[config.mk]
export PLATFORM = sky130hd
export DESIGN_NAME = i2c_bit_engine_flat
export DESIGN_NICKNAME = d
export VERILOG_FILES = /design/src/rtl/i2c_pkg.sv /design/src/rtl/i2c_bit_engine_if.sv /design/src/rtl/i2c_qtick.sv /design/src/rtl/i2c_bit_engine.sv /design/src/flat_wrapper.sv
export SDC_FILE = /design/constraint.sdc
export NUM_CORES = 1
export LEC_CHECK = 0
export CAP_MARGIN = 20
export CORE_MARGIN = 5
export CORE_UTILIZATION = 52
export CTS_BUF_LIST = sky130_fd_sc_hd__clkbuf_4 sky130_fd_sc_hd__clkbuf_8
export DETAILED_ROUTE_END_ITERATION = 6
export PLACE_DENSITY = 0.88
export SYNTH_ARGS = -nofsm -noshare
export SYNTH_HDL_FRONTEND = slang
export SYNTH_SLANG_ARGS = --single-unit
[constraint.sdc]
create_clock -name clk -period 2.5 [get_ports clk]
set_clock_uncertainty 0.15 [all_clocks]
set_input_delay 0.375 -clock clk [delete_from_list [all_inputs] [get_ports clk]]
set_output_delay 0.375 -clock clk [all_outputs]
set_load 0.01 [all_outputs]
[src/rtl/i2c_pkg.sv]
// Shared encodings for the I2C bit engine: command ops, FSM states and
// the default quarter-period divider.
package i2c_pkg;

  localparam int unsigned QDIV_DEFAULT = 250;

  typedef enum logic [1:0] {
    OP_NONE  = 2'b00,
    OP_WRITE = 2'b01,
    OP_READ  = 2'b10,
    OP_RSVD  = 2'b11
  } op_e;

  typedef enum logic [2:0] {
    ST_IDLE,
    ST_START,
    ST_BIT,
    ST_STOP,
    ST_DONE
  } state_e;

  function automatic logic is_xfer(op_e op);
    return (op == OP_WRITE) || (op == OP_READ);
  endfunction

  // Shared by accept and end-of-START: byte first, then STOP, else finish.
  function automatic state_e next_after_start(op_e op, logic stop);
    if (is_xfer(op)) return ST_BIT;
    if (stop)        return ST_STOP;
    return ST_DONE;
  endfunction

endpackage

[src/rtl/i2c_bit_engine_if.sv]
// Command/response channel between the upstream I2C controller FSM and
// the bit engine.
interface i2c_bit_engine_if;
  import i2c_pkg::*;

  logic       cmd_valid;
  logic       cmd_ready;
  op_e        cmd_op;
  logic       cmd_start;
  logic       cmd_stop;
  logic [7:0] cmd_tx_byte;
  logic       cmd_rd_nack;
  logic       done;
  logic [7:0] rx_byte;
  logic       ack_n;
  logic       busy;

  modport master (
    output cmd_valid, cmd_op, cmd_start, cmd_stop, cmd_tx_byte, cmd_rd_nack,
    input  cmd_ready, done, rx_byte, ack_n, busy
  );

  modport slave (
    input  cmd_valid, cmd_op, cmd_start, cmd_stop, cmd_tx_byte, cmd_rd_nack,
    output cmd_ready, done, rx_byte, ack_n, busy
  );

endinterface

[src/rtl/i2c_qtick.sv]
// Quarter-period tick generator; the count is pinned at 0 while cleared,
// disabled or held (SCL stretched by a slave).
module i2c_qtick #(
  parameter int unsigned QDIV = 250
) (
  input  logic clk,
  input  logic rst_n,
  input  logic i_clr,
  input  logic i_en,
  input  logic i_hold,
  output logic o_tick
);

  localparam int unsigned CW = (QDIV > 1) ? $clog2(QDIV) : 1;
  localparam logic [CW-1:0] LAST = CW'(QDIV - 1);

  logic [CW-1:0] r_cnt;

  assign o_tick = i_en && !i_hold && !i_clr && (r_cnt == LAST);

  always_ff @(posedge clk or negedge rst_n) begin
    if (!rst_n) begin
      r_cnt <= '0;
    end else if (i_clr || i_hold || !i_en) begin
      r_cnt <= '0;
    end else if (r_cnt == LAST) begin
      r_cnt <= '0;
    end else begin
      r_cnt <= r_cnt + 1'b1;
    end
  end

endmodule

[src/rtl/i2c_bit_engine.sv]
// I2C master bit engine: one command = optional START, optional 9-bit byte
// (WRITE or READ), optional STOP. Pads are open-drain (oe = 1 pulls low).
//
// state | meaning
// IDLE  | waiting for command; SCL parked low if last command had no STOP
// START | P0 rel SDA, P1 rel SCL, P2 SDA low, P3 SCL low
// BIT   | 9 bits: P0 SCL low + set SDA, P1 rel SCL, P2 sample, P3 SCL low
// STOP  | P0 both low, P1 rel SCL, P2 rel SDA, P3 bus idle
// DONE  | one-cycle completion pulse
module i2c_bit_engine
  import i2c_pkg::*;
#(
  parameter int unsigned QDIV = QDIV_DEFAULT
) (
  input  logic        clk,
  input  logic        rst_n,
  i2c_bit_engine_if.slave cmd,
  input  logic        scl_i,
  input  logic        sda_i,
  output logic        scl_oe,
  output logic        sda_oe
);

  state_e     r_state, w_state_nxt;
  logic [1:0] r_phase, w_phase_nxt;
  logic [3:0] r_bit,   w_bit_nxt;

  op_e        r_op;
  logic       r_stop;
  logic       r_nack;
  logic       r_scl_park;
  logic [7:0] r_tx;
  logic [7:0] r_shift;
  logic [7:0] r_rx_byte;
  logic       r_ack_n;

  logic       w_busy;
  logic       w_accept;
  logic       w_tick;
  logic       w_hold;
  logic       w_last_phase;
  logic       w_bit_drive;
  logic       w_scl_oe;
  logic       w_sda_oe;

  assign w_busy       = (r_state != ST_IDLE);
  assign w_accept     = cmd.cmd_valid && !w_busy;
  assign w_last_phase = w_tick && (r_phase == 2'd3);
  // Released SCL still read low means a slave is stretching: freeze the phase.
  assign w_hold       = !w_scl_oe && !scl_i &&
                        (r_state inside {ST_START, ST_BIT, ST_STOP});

  i2c_qtick #(.QDIV(QDIV)) u_qtick (
    .clk    (clk),
    .rst_n  (rst_n),
    .i_clr  (w_accept),
    .i_en   (w_busy),
    .i_hold (w_hold),
    .o_tick (w_tick)
  );

  always_ff @(posedge clk or negedge rst_n) begin
    if (!rst_n) begin
      r_state <= ST_IDLE;
      r_phase <= 2'd0;
      r_bit   <= 4'd0;
    end else begin
      r_state <= w_state_nxt;
      r_phase <= w_phase_nxt;
      r_bit   <= w_bit_nxt;
    end
  end

  always_comb begin
    w_state_nxt = r_state;
    w_phase_nxt = r_phase;
    w_bit_nxt   = r_bit;
    case (r_state)
      ST_IDLE: begin
        if (w_accept) begin
          w_phase_nxt = 2'd0;
          w_bit_nxt   = 4'd0;
          w_state_nxt = cmd.cmd_start ? ST_START
                                      : next_after_start(cmd.cmd_op, cmd.cmd_stop);
        end
      end
      ST_START: begin
        if (w_tick) begin
          w_phase_nxt = r_phase + 2'd1;
          if (r_phase == 2'd3) w_state_nxt = next_after_start(r_op, r_stop);
        end
      end
      ST_BIT: begin
        if (w_tick) begin
          w_phase_nxt = r_phase + 2'd1;
          if (r_phase == 2'd3) begin
            if (r_bit == 4'd8) w_state_nxt = r_stop ? ST_STOP : ST_DONE;
            else               w_bit_nxt   = r_bit + 4'd1;
          end
        end
      end
      ST_STOP: begin
        if (w_tick) begin
          w_phase_nxt = r_phase + 2'd1;
          if (r_phase == 2'd3) w_state_nxt = ST_DONE;
        end
      end
      ST_DONE: w_state_nxt = ST_IDLE;
      default: w_state_nxt = ST_IDLE;
    endcase
  end

  always_comb begin
    w_bit_drive = (r_bit == 4'd8) ? ((r_op == OP_READ)  && !r_nack)
                                  : ((r_op == OP_WRITE) && !r_tx[7]);
    w_scl_oe = r_scl_park;
    w_sda_oe = 1'b0;
    case (r_state)
      ST_START: begin
        case (r_phase)
          2'd0:    begin w_scl_oe = r_scl_park; w_sda_oe = 1'b0; end
          2'd1:    begin w_scl_oe = 1'b0;       w_sda_oe = 1'b0; end
          2'd2:    begin w_scl_oe = 1'b0;       w_sda_oe = 1'b1; end
          default: begin w_scl_oe = 1'b1;       w_sda_oe = 1'b1; end
        endcase
      end
      ST_BIT: begin
        w_scl_oe = (r_phase == 2'd0) || (r_phase == 2'd3);
        w_sda_oe = w_bit_drive;
      end
      ST_STOP: begin
        case (r_phase)
          2'd0:    begin w_scl_oe = 1'b1; w_sda_oe = 1'b1; end
          2'd1:    begin w_scl_oe = 1'b0; w_sda_oe = 1'b1; end
          default: begin w_scl_oe = 1'b0; w_sda_oe = 1'b0; end
        endcase
      end
      default: ;
    endcase
  end

  always_ff @(posedge clk or negedge rst_n) begin
    if (!rst_n) begin
      r_op       <= OP_NONE;
      r_stop     <= 1'b0;
      r_nack     <= 1'b0;
      r_scl_park <= 1'b0;
      r_tx       <= 8'h00;
      r_shift    <= 8'h00;
      r_rx_byte  <= 8'h00;
      r_ack_n    <= 1'b0;
    end else begin
      if (w_accept) begin
        r_op   <= cmd.cmd_op;
        r_stop <= cmd.cmd_stop;
        r_nack <= cmd.cmd_rd_nack;
        r_tx   <= cmd.cmd_tx_byte;
      end
      // Sample at the end of P2, after SCL has been high for a full quarter.
      if ((r_state == ST_BIT) && w_tick && (r_phase == 2'd2)) begin
        if (r_bit != 4'd8) begin
          if (r_op == OP_READ) r_shift <= {r_shift[6:0], sda_i};
        end else begin
          if (r_op == OP_WRITE) r_ack_n   <= sda_i;
          if (r_op == OP_READ)  r_rx_byte <= r_shift;
        end
      end
      if ((r_state == ST_BIT) && w_last_phase) r_tx <= {r_tx[6:0], 1'b0};
      if (w_last_phase && ((r_state == ST_START) || (r_state == ST_BIT)))
        r_scl_park <= 1'b1;
      if (w_last_phase && (r_state == ST_STOP))
        r_scl_park <= 1'b0;
    end
  end

  assign scl_oe        = w_scl_oe;
  assign sda_oe        = w_sda_oe;
  assign cmd.cmd_ready = !w_busy;
  assign cmd.busy      = w_busy;
  assign cmd.done      = (r_state == ST_DONE);
  assign cmd.rx_byte   = r_rx_byte;
  assign cmd.ack_n     = r_ack_n;

endmodule

[src/flat_wrapper.sv]
// flat-port wrapper written by rule: the top's interface ports become plain ports
module i2c_bit_engine_flat import i2c_pkg::*;
#(
  parameter int unsigned QDIV = QDIV_DEFAULT
)
  (clk, rst_n, scl_i, sda_i, scl_oe, sda_oe, cmd_cmd_valid, cmd_cmd_op, cmd_cmd_start, cmd_cmd_stop, cmd_cmd_tx_byte, cmd_cmd_rd_nack, cmd_cmd_ready, cmd_done, cmd_rx_byte, cmd_ack_n, cmd_busy);
  i2c_bit_engine_if cmd_i ();
  input  logic clk;
  input  logic rst_n;
  input  logic scl_i;
  input  logic sda_i;
  output logic scl_oe;
  output logic sda_oe;
  input wire logic [$bits(cmd_i.cmd_valid)-1:0] cmd_cmd_valid;
  input wire logic [$bits(cmd_i.cmd_op)-1:0] cmd_cmd_op;
  input wire logic [$bits(cmd_i.cmd_start)-1:0] cmd_cmd_start;
  input wire logic [$bits(cmd_i.cmd_stop)-1:0] cmd_cmd_stop;
  input wire logic [$bits(cmd_i.cmd_tx_byte)-1:0] cmd_cmd_tx_byte;
  input wire logic [$bits(cmd_i.cmd_rd_nack)-1:0] cmd_cmd_rd_nack;
  output wire logic [$bits(cmd_i.cmd_ready)-1:0] cmd_cmd_ready;
  output wire logic [$bits(cmd_i.done)-1:0] cmd_done;
  output wire logic [$bits(cmd_i.rx_byte)-1:0] cmd_rx_byte;
  output wire logic [$bits(cmd_i.ack_n)-1:0] cmd_ack_n;
  output wire logic [$bits(cmd_i.busy)-1:0] cmd_busy;
  assign cmd_i.cmd_valid = cmd_cmd_valid;
  assign cmd_i.cmd_op = cmd_cmd_op;
  assign cmd_i.cmd_start = cmd_cmd_start;
  assign cmd_i.cmd_stop = cmd_cmd_stop;
  assign cmd_i.cmd_tx_byte = cmd_cmd_tx_byte;
  assign cmd_i.cmd_rd_nack = cmd_cmd_rd_nack;
  assign cmd_cmd_ready = cmd_i.cmd_ready;
  assign cmd_done = cmd_i.done;
  assign cmd_rx_byte = cmd_i.rx_byte;
  assign cmd_ack_n = cmd_i.ack_n;
  assign cmd_busy = cmd_i.busy;
  i2c_bit_engine #(.QDIV(QDIV)) u_core (.clk(clk), .rst_n(rst_n), .cmd(cmd_i), .scl_i(scl_i), .sda_i(sda_i), .scl_oe(scl_oe), .sda_oe(sda_oe));
endmodule
== Word level (Yosys, flattened, before mapping) ==
Cells that the tools add are included.

* Register bits after elaboration: 47
* Latch bits: 0
* Memory bits (writable): 0
* Bits in read-only memories: 0
* Input bits: 18
* Output and inout bits: 14
* Word-level logic and storage cells: 140
* Memories kept: 0

* $add $sub $neg: 3
* Multipliers: 0
* Divide/modulo/power cells: 0
* $lt $le $gt $ge: 0
* Eq/ne operators: 24
* Shift operators: 0
* Muxes and demuxes: 56
* Bitwise operators: 1
* Reductions and logical operators: 44

{| class="wikitable"
|+ Operator list
! kind !! number
|-
| 2-to-1 mux 3 bit || 18
|-
| 2-to-1 mux 8 bit || 4
|-
| 2-to-1 mux 1 bit || 22
|-
| 2-to-1 mux 4 bit || 4
|-
| logical AND 1 bit || 14
|-
| != test 2 x 1 -> 1 bit (second input constant) || 7
|-
| one-hot mux 3 bit (4 select lines) || 1
|-
| AND reduction 3 bit || 4
|-
| adder 8 x 1 -> 8 bit (second input constant) || 1
|-
| equality test 2 bit (second input constant) || 4
|-
| equality test 8 bit (second input constant) || 1
|-
| one-hot mux 4 bit (2 select lines) || 1
|-
| AND reduction 8 bit || 1
|-
| nonzero test 2 bit || 4
|-
| logical NOT 1 bit || 7
|-
| equality test 2 x 1 -> 1 bit (second input constant) || 3
|-
| equality test 3 x 2 -> 1 bit (second input constant) || 2
|-
| logical OR 1 bit || 6
|-
| != test 2 bit (second input constant) || 3
|-
| one-hot mux 1 bit (3 select lines) || 2
|-
| nonzero test 3 bit || 2
|-
| AND reduction 5 bit || 1
|-
| adder 4 x 1 -> 4 bit (second input constant) || 1
|-
| equality test 4 bit (second input constant) || 1
|-
| other kinds (12) || 14
|}

== Longest topological paths before layout ==
Gate-level depths: netlist (run 1).

* Word-level depth: 22
* Gate-level depth with buffers: 8
* Gate-level depth less buffers: 7

== Hierarchy ==
Synthesis (run 1) repeated with hierarchy kept, for this count alone.

* Cell total of the unflattened synthesis: 236
* Area, all modules: 2509.9 um^2

{| class="wikitable"
|+ By module, submodules not included
! module !! instances !! cells an instance !! area an instance (um^2) !! seq. area each (um^2)
|-
| i2c_bit_engine || 1 || 194 || 2070.7 || 975.9
|-
| i2c_qtick || 1 || 42 || 439.2 || 200.2
|}

== Worst setup path after synthesis (run 1) ==
OpenSTA, ideal clock, no wires.

* Kind: reg2reg
* Start point: reg u_core.r_phase[0]
* End point: reg u_core.r_rx_byte[0], in the netlist u_core.cmd.rx_byte[0]
* Setup time: 125 ps
* Data arrival time: 2210 ps
* Data required time: 2225 ps
* Setup slack: 15 ps
* Cell stages (with the launch flop): 8
* Buffers on the path: 0
* Period minus slack after synthesis: 2485 ps
* Cell sequence: dfrtp_1 > inv_1 > ha_1 > or3b_1 > a2111oi_4 > nor4_4 > nand4_4 > mux2_2

* Cells in the longest elaborated chain, start to end: 14
* Elaborated cells on any way between the ends: 19
* Classes of those cells: 3 x eq/ne; 3 x mux; 13 x reduce/logical

{| class="wikitable"
|+ Ends and longest elaborated chain
! element !! RTL line !! source
|-
| from (decl) || i2c_bit_engine.sv:25 || <nowiki>logic [1:0] r_phase, w_phase_nxt;</nowiki>
|-
| from (signal assigned) || i2c_bit_engine.sv:69 || <nowiki>r_phase <= w_phase_nxt;</nowiki>
|-
| equality test 2 x 1 -> 1 bit or equality test 2 bit (tied branches) || i2c_bit_engine.sv:120, i2c_bit_engine.sv:160 ||
|-
| OR reduction 2 bit (no line) || -- ||
|-
| one-hot mux 1 bit (2 select lines) || i2c_bit_engine.sv:120 || <nowiki>case (r_phase)</nowiki>
|-
| one-hot mux 1 bit (3 select lines) || i2c_bit_engine.sv:118 || <nowiki>case (r_state)</nowiki>
|-
| logical NOT 1 bit || i2c_bit_engine.sv:50 || <nowiki>assign w_hold = !w_scl_oe && !scl_i &&</nowiki>
|-
| logical AND 1 bit (2 in series) || i2c_bit_engine.sv:50 ||
|-
| logical NOT 1 bit || i2c_qtick.sv:19 || <nowiki>assign o_tick = i_en && !i_hold && !i_clr && (r_cnt == LAST);</nowiki>
|-
| logical AND 1 bit (3 in series) || i2c_qtick.sv:19 ||
|-
| logical AND 1 bit || i2c_bit_engine.sv:160 || <nowiki>if ((r_state == ST_BIT) && w_tick && (r_phase == 2'd2)) begin</nowiki>
|-
| logical AND 1 bit (*) || i2c_bit_engine.sv:160 ||
|-
| AND reduction 3 bit (no line) (*) || -- ||
|-
| to (signal assigned) || i2c_bit_engine.sv:165 || <nowiki>if (r_op == OP_READ) r_rx_byte <= r_shift;</nowiki>
|-
| to (decl) || i2c_bit_engine.sv:34 || <nowiki>logic [7:0] r_rx_byte;</nowiki>
|}

Every way passes the cells marked *; elsewhere a longest branch is shown, timed or not.
A chain may end at the register's enable or synchronous reset.

== Final worst setup path (run 1) ==
* Start point: reg u_core.r_phase[1]
* End point: reg u_core.r_state[0]

* Cells in the longest elaborated chain, start to end: 13
* Elaborated cells on any way between the ends: 23
* Classes of those cells: 9 x eq/ne; 3 x mux; 11 x reduce/logical

{| class="wikitable"
|+ Ends and longest elaborated chain
! element !! RTL line !! source
|-
| equality test 2 x 1 -> 1 bit or equality test 2 bit (tied branches) || i2c_bit_engine.sv:120 ||
|-
| OR reduction 2 bit (no line) || -- ||
|-
| one-hot mux 1 bit (2 select lines) || i2c_bit_engine.sv:120 ||
|-
| one-hot mux 1 bit (3 select lines) || i2c_bit_engine.sv:118 ||
|-
| logical NOT 1 bit || i2c_bit_engine.sv:50 ||
|-
| logical AND 1 bit (2 in series) || i2c_bit_engine.sv:50 ||
|-
| logical NOT 1 bit || i2c_qtick.sv:19 ||
|-
| logical AND 1 bit (3 in series) || i2c_qtick.sv:19 ||
|-
| != test 2 x 1 -> 1 bit (no line) || -- ||
|-
| AND reduction 8 bit (no line) (*) || -- ||
|-
| to (signal assigned) || i2c_bit_engine.sv:68 || <nowiki>r_state <= w_state_nxt;</nowiki>
|-
| to (decl) || i2c_bit_engine.sv:24 || <nowiki>state_e r_state, w_state_nxt;</nowiki>
|}

Marked as above.

==> reports/qor.txt, run 1 <==
==================================================================================
Run status ..........................................................    completed
Proportion of power drawn by the clock network ......................        0.204
Clock latency of the later-clocked register in the worst-skew pair ..      0.29 ns
Sequential-to-total area share from yosys stat ......................        0.467
Post-cts hold buffer count ..........................................            0
Area of the mapped netlist ..........................................     2520 um2
Layout net count ....................................................          311
Startpoint type of the worst setup path .............................     register
Highest metal layer with signal wires ...............................         met4
Number of DRC markers after the initial detailed-route iteration ....          102
Wire length on met3 .................................................       203 um
Total global routing overflow .......................................            0
Number of flops mapped to enable cells by yosys .....................            0
Crit Reg-Reg Endpoint ............................................... u_core.r_state[0]
TritonCTS clock tree ................................................         done
Worst min path class ................................................ primary input to async pin
Last weighted congestion value of the routability-driven placer .....        0.834
Number of CTS-inserted buffers ......................................            5
Sum of routed wire segments on met1 .................................      2.29 mm
Worst-path maximum fanout ...........................................           10
Die extent in x .....................................................      79.6 um
Slew at the pin closest to its max-slew limit .......................     0.598 ns
Height of the chip ..................................................      79.6 um
DRC Markers .........................................................            0
Worst setup path start .............................................. u_core.r_phase[1]
Startpoint of the most critical register-to-register path ........... u_core.r_phase[1]
Power per cell area .................................................   646 nW/um2
N_diodes ............................................................            0
Core ar. ............................................................     4720 um2
GRT Overall Usage ...................................................        0.176
P_sw ................................................................     0.665 mW
Register bit count reported by yosys ................................           47
Routed wire length per instance .....................................      14.7 um
Clock transition at the registers of the reported paths .............      0.08 ns
Routed vias/inst ....................................................         5.37
Maximum number of pins on one net before global-route repair ........           48
Highest ir drop seen on vdd .........................................       461 uV
Crit path kind ...................................................... register to register
Synth async-reset ratio .............................................         1.00
Share of total power consumed by net switching ......................        0.325
Longest Clk Path Bufs ...............................................            2
Number of rows in the core area .....................................           25
Number of setup violations in the final report ......................            0
WP data required ....................................................      2.54 ns
Max frequency .......................................................    0.408 GHz
Net count after synthesis ...........................................          257
Critical Path Sink Type .............................................     register
Pleak ...............................................................      1.51 nW
Met2 WL .............................................................      2.61 mm
Final HPWL from detailed placement ..................................      3.85 mm
Signed area change from the synthesized netlist to the final layout .        25.7%
Iteration count of the initial detailed-routing pass ................            4
Number of antenna-violating nets in the routed design ...............            0
Initial antenna violation count .....................................            0
Number of clock sinks seen by CTS ...................................           47
Syn_area_per_cell ...................................................     11.0 um2
Worst endpoint data arrival time ....................................      2.49 ns
Worst r2r path cells ................................................            9
Crit path capture ................................................... u_core.r_state[0]
Library cells used by synthesis .....................................           49
Detailed Route WL ...................................................      5.14 mm
Count of pins on the block boundary .................................           32
Via count of the routed design ......................................         1874
Worst reg2reg setup slack ...........................................      0.05 ns
Fraction of the core area covered by cells at the end of the flow ...        0.669
Final Power .........................................................      2.04 mW
CTS root buf ........................................................     clkbuf_8
Part of the total power dissipated in sequential elements ...........        0.458
Synthesis Warnings ..................................................            0
Count of max-cap constraint violations ..............................            0
Initial core utilization ............................................        0.533
Internal ............................................................      1.38 mW
Part of the total power dissipated in combinational logic ...........        0.338
Relative slew margins ...............................................        0.601
RSZ-0062 raised after global routing ................................         true
Quantity of I/O buffers inserted on ports ...........................           31
Vias in the first global route ......................................         1936
Dominant synthesized flop cell ......................................      dfrtp_1
Synth Instances .....................................................          229
Period utilisation layout ...........................................        0.980
Pins over their slew limit ..........................................            0
Number of H-tree branching levels ...................................            2
Fraction of layout cells with a size suffix above 1 .................        0.245
Die Outline Area ....................................................     6330 um2
Wire length of the first global-routing pass ........................      8.80 mm
Time the worst path needs with I/O delays and setup .................      2.45 ns
Final hold violation count ..........................................            0
==================================================================================
worst min path at each step:
stage                               to  slack, ns  depth (start not counted)
2_1_floorplan         u_core.cmd.ack_n      -0.07                          0
3_3_place_gp             u_core.r_nack       0.31                          2
3_5_place_dp             u_core.r_nack       0.31                          2
4_1_cts        u_core.u_qtick.r_cnt[3]       0.04                          2
5_1_grt        u_core.u_qtick.r_cnt[2]       0.07                          2
6_report       u_core.u_qtick.r_cnt[2]       0.02                          2
registers in the layout (all words and copies together), names as in the netlist:
| signal | cells |
|---|---|
| u_core.cmd.rx_byte | 8 |
| u_core.r_shift | 8 |
| u_core.r_tx | 8 |
| u_core.u_qtick.r_cnt | 8 |
| u_core.r_bit | 4 |
| u_core.r_state | 3 |
| u_core.r_op | 2 |
| u_core.r_phase | 2 |
| u_core.cmd.ack_n | 1 |
| u_core.r_nack | 1 |
| u_core.r_scl_park | 1 |
| u_core.r_stop | 1 |
stage by stage:
step	setup TNS, ns	hold slack [ns]	worst slack [ns]	area (um2)	std cells
6_report	0	0.0180	0.0496	3160	349
5_1_grt	-0.367	0.0732	-0.0392	3160	349
2_1_floorplan	0	-0.0706	0.0151	2520	229
4_1_cts	0	0.0414	0.000135	3110	347
3_3_place_gp	-0.0839	0.313	-0.0839	3030	341
3_5_place_dp	-0.288	0.312	-0.208	3030	341
routing by layer:
layer  up-vias  GRT usage
met1       910      0.226
met3         4     0.0361
met4         0     0.0498
met2        38      0.300
li1        922          -
met5         -          0
critical path: stages, from the launching register on:
cell and delay [ns]:
dfrtp_1 0.40, inv_2 0.08, ha_4 0.20, nand2b_1 0.07
a211oi_1 0.07, buf_4 0.18, nor4_4 0.55, buf_4 0.29
o21bai_1 0.10, a221oi_2 0.27
placed cells by master, fill, tap and decap left out, types with 4 or more instances in the layout:
cell             synthesis  final
xor2_1                   4      4
nor3_1                   6      5
mux2_2                  17     17
a21oi_1                  5      5
ha_1                    10      9
nor2_1                  18     17
nand2_1                 18     18
clkbuf_8                 0      5
a21o_1                   7      7
o21ai_0                  8      7
inv_1                   12     10
buf_4                    0     24
mux2i_1                  5      5
nand3_1                  4      4
clkdlybuf4s50_1          0     28
a22o_1                   7      7
nand2b_1                 8      7
dfrtp_1                 47     46
what timing repair did:
item,4_1_cts,5_1_grt
setup endpoints to repair,3,15
pin swaps,1,5
resized for setup,5,12
buffers inserted,0,2
power by group through the flow:
stage	Sequential [mW]	Combinational, mW	Clock [mW]
3_3_place_gp	0.935	0.633	0
2_1_floorplan	0.928	0.406	0
6_report	0.935	0.692	0.417
3_5_place_dp	0.947	0.654	0
5_1_grt	0.951	0.765	0.452
4_1_cts	0.933	0.652	0.425
cell type report:
class / instances / area [um2]
fillers: 350 / 1560
multi-input cells: 162 / 1290
flip-flops and latches: 47 / 1180
repair buffers: 55 / 484
well taps: 67 / 83.8
clock buffers: 5 / 68.8
inverters: 12 / 45.0
clock inverters: 1 / 7.51
cells in the mapped netlist, types with 3 or more instances:
| cell type | n | area [um2] |
|---|---|---|
| dfrtp_1 | 47 | 1180 |
| ha_1 | 10 | 125 |
| a22oi_1 | 3 | 22.5 |
| xor2_1 | 4 | 35.0 |
| mux2i_1 | 5 | 50.1 |
| inv_1 | 12 | 45.0 |
| nor2_1 | 18 | 67.6 |
| nor3_1 | 6 | 30.0 |
| mux2_2 | 17 | 191 |
| nand2b_1 | 8 | 50.1 |
| a21oi_1 | 5 | 25.0 |
| nand3_1 | 4 | 20.0 |
| nand2_1 | 18 | 67.6 |
| o21ai_0 | 8 | 40.0 |
| a21o_1 | 7 | 52.6 |
| a22o_1 | 7 | 61.3 |
| nand3b_1 | 3 | 22.5 |
| clkbuf_1 | 5 | 18.8 |
| xnor2_1 | 3 | 26.3 |
| nand4_1 | 3 | 18.8 |
logic make-up after synthesis:
group | synth area share
multiplexers | 0.100
XOR/XNOR | 0.0244
adder cells (fa/ha/maj) | 0.0497
flip-flops | 0.467
AND/OR/NAND/NOR | 0.186
buffers and inverters | 0.0338
AO/OA/AOI/OAI | 0.138
(Power assumes the default switching activity.)
==> run 2: changes to the inputs <==
--- a/config.mk
+++ b/config.mk
@@ -10,7 +10,7 @@
 export CORE_UTILIZATION = 52
 export CTS_BUF_LIST = sky130_fd_sc_hd__clkbuf_4 sky130_fd_sc_hd__clkbuf_8
 export DETAILED_ROUTE_END_ITERATION = 6
-export PLACE_DENSITY = 0.88
+export PLACE_DENSITY = 0.79
 export SYNTH_ARGS = -nofsm -noshare
 export SYNTH_HDL_FRONTEND = slang
 export SYNTH_SLANG_ARGS = --single-unit
==> reports/qor.txt, run 2 (same netlist as run 1, synthesis figures left out) <==
=====================================================================================
Run status ............................................................. finished with violations
Failing checks ......................................................... negative hold slack
Highest metal layer with signal wires ..................................         met4
Worst hold slack .......................................................  -0.00602 ns   -0.0240 ns
Via count of the routed design .........................................         1914   +2.1%
Number of H-tree branching levels ......................................            2   unchanged
Most frequent standard cell in the layout excluding fill and tap cells .      dfrtp_1
Total global routing overflow ..........................................            0   unchanged
Delay of the slowest critical-path stage ...............................      0.44 ns   -0.11 ns
Height of the chip .....................................................      79.6 um   unchanged
Clock transition at the registers of the reported paths ................      0.09 ns   about the same
Max frequency ..........................................................    0.406 GHz   -0.41%
Final instance count without filler cells ..............................          353   +1.1%
Number of buffers and inverters on the critical path ...................            2   -1
Number of antenna-violating nets in the routed design ..................            0   unchanged
CTS root buf ...........................................................     clkbuf_8
Routed wire length per instance ........................................      15.8 um   +7.3%
Worst path cell trace .................................................. inv_2 > ha_4 > or3b_4 > a2111oi_4 > nor4_4 > buf_6 > nand4_4 > mux2_4
RSZ-0062 raised after global routing ...................................         true
Clock latency of the later-clocked register in the worst-skew pair .....      0.31 ns   +0.02 ns
Period utilisation layout ..............................................        0.984   +0.00404
Slowest stage cell, crit path ..........................................    a2111oi_4
Crit path kind ......................................................... register to register
Core ar. ...............................................................     4720 um2   unchanged
Last weighted congestion value of the routability-driven placer ........        0.885   +6.1%
Vias in the first global route .........................................         1956   +1.0%
Die Outline Area .......................................................     6330 um2   unchanged
Layout net count .......................................................          314   +0.96%
Worst-path maximum fanout ..............................................            8   -2
Iteration count of the initial detailed-routing pass ...................            5   +1
Power per cell area ....................................................   646 nW/um2   -0.10%
TritonCTS clock tree ...................................................         done
Worst endpoint data arrival time .......................................      2.50 ns   about the same
WP data required .......................................................      2.54 ns   about the same
Maximum number of pins on one net before global-route repair ...........           48   unchanged
Detailed Route WL ......................................................      5.57 mm   +8.5%
DRC Markers ............................................................            0   unchanged
Number of DRC markers after the initial detailed-route iteration .......          123   +21%
Number of CTS-inserted buffers .........................................            5   unchanged
Time the worst path needs with I/O delays and setup ....................      2.46 ns   +0.0101 ns
Die extent in x ........................................................      79.6 um   unchanged
Quantity of I/O buffers inserted on ports ..............................           31   unchanged
Fraction of the core area covered by cells at the end of the flow ......        0.695   +0.0252
Startpoint type of the worst setup path ................................     register
Wire length on met3 ....................................................       244 um   +20%
Initial core utilization ...............................................        0.533   unchanged
Initial antenna violation count ........................................            0   unchanged
Gate family responsible for the most delay along the worst path ........ simple AND/OR/NAND/NOR gates
Final HPWL from detailed placement .....................................      3.85 mm   +0.15%
Number of clock sinks seen by CTS ......................................           47   unchanged
Post-cts hold buffer count .............................................            0   unchanged
Number of rows in the core area ........................................           25   unchanged
Pleak ..................................................................      1.60 nW   +5.9%
Highest ir drop seen on vdd ............................................       408 uV   -11%
Slew at the pin closest to its max-slew limit ..........................     0.655 ns   +0.0570 ns
Commonest cells after routing, fill and taps aside ..................... dfrtp_1 (46), clkdlybuf4s50_1 (28), buf_4 (25)
Number of setup violations in the final report .........................            0   unchanged
Relative slew margins ..................................................        0.560   -0.0414
DP Cell Count ..........................................................          344   +0.88%
N_diodes ...............................................................            0   unchanged
GRT Overall Usage ......................................................        0.185   +0.00880
Routed vias/inst .......................................................         5.42   +0.98%
Sum of routed wire segments on met1 ....................................      2.44 mm   +6.6%
Pins over their slew limit .............................................            0   unchanged
Worst min path class ................................................... primary input to async pin
Worst-case setup slack after placement .................................    -0.142 ns   +0.0664 ns
Longest Clk Path Bufs ..................................................            2   unchanged
Fraction of layout cells with a size suffix above 1 ....................        0.259   +0.0141
Critical Path Sink Type ................................................     register
Signed area change from the synthesized netlist to the final layout ....        30.4%
Worst reg2reg setup slack ..............................................      0.04 ns   about the same
Fin worst setup slack ..................................................    0.0395 ns   -0.0101 ns
Met2 WL ................................................................      2.78 mm   +6.6%
Count of pins on the block boundary ....................................           32   unchanged
Final hold violation count .............................................            3   +3
Wire length of the first global-routing pass ...........................      9.09 mm   +3.4%
Count of max-cap constraint violations .................................            0   unchanged
=====================================================================================
## run 2: worst reg2reg max path: cells and delay by family (launching register included)
family / cells / cell delay [ns]
flip-flops: 1 / 0.39
multiplexers: 1 / 0.33
AO/OA/AOI/OAI: 1 / 0.44
buffers and inverters: 2 / 0.25
AND/OR/NAND/NOR: 3 / 0.65
adder cells (fa/ha/maj): 1 / 0.14
## run 2: metal layers
metal,up-vias,track usage
met4,0,0.0687
met3,11,0.0406
li1,935,-
met5,-,0
met2,42,0.310
met1,926,0.233
## run 2: metrics by stage
stage	setup TNS, ns	cell area (um2)	power, mW
floorplan	0	2520	1.33
global placement	-0.0767	3050	1.58
detailed placement	-0.222	3050	1.61
CTS	0	3160	2.09
global route	-0.414	3280	2.24
finish	0	3280	2.12
## run 2: final timing paths
check	startpoint	to	depth (start not counted)
max	u_core.r_phase[1]	u_core.cmd.rx_byte[3]	8
min reg2reg	u_core.r_tx[6]	u_core.r_tx[6]	1
min in group clk	u_core.r_tx[6]	u_core.r_tx[6]	1
max in group asynchronous	rst_n	u_core.r_state[0]	2
max reg2reg	u_core.r_phase[1]	u_core.cmd.rx_byte[3]	8
min	rst_n	u_core.u_qtick.r_cnt[3]	2
## run 2: layout make-up
cell class | instances | area [um2]
Inverter | 12 | 45.0
Tap cell | 67 | 83.8
Sequential cell | 47 | 1180
Clock buffer | 6 | 82.6
Fill cell | 334 | 1440
Multi-Input combinational cell | 162 | 1360
Timing Repair Buffer | 58 | 522
Clock inverter | 1 | 8.76
## run 2: repair_timing
| action | 4_1_cts | 5_1_grt |
|---|---|---|
| endpoints found under the setup margin | 10 | 32 |
| pin swaps | 1 | 5 |
| buffers inserted | 0 | 3 |
| gates resized for setup | 6 | 27 |
## run 2: where the power goes
group	switching, mW	total (mW)	internal, mW
registers	0.0760	0.929	0.853
clock network	0.260	0.483	0.223
logic	0.359	0.707	0.348
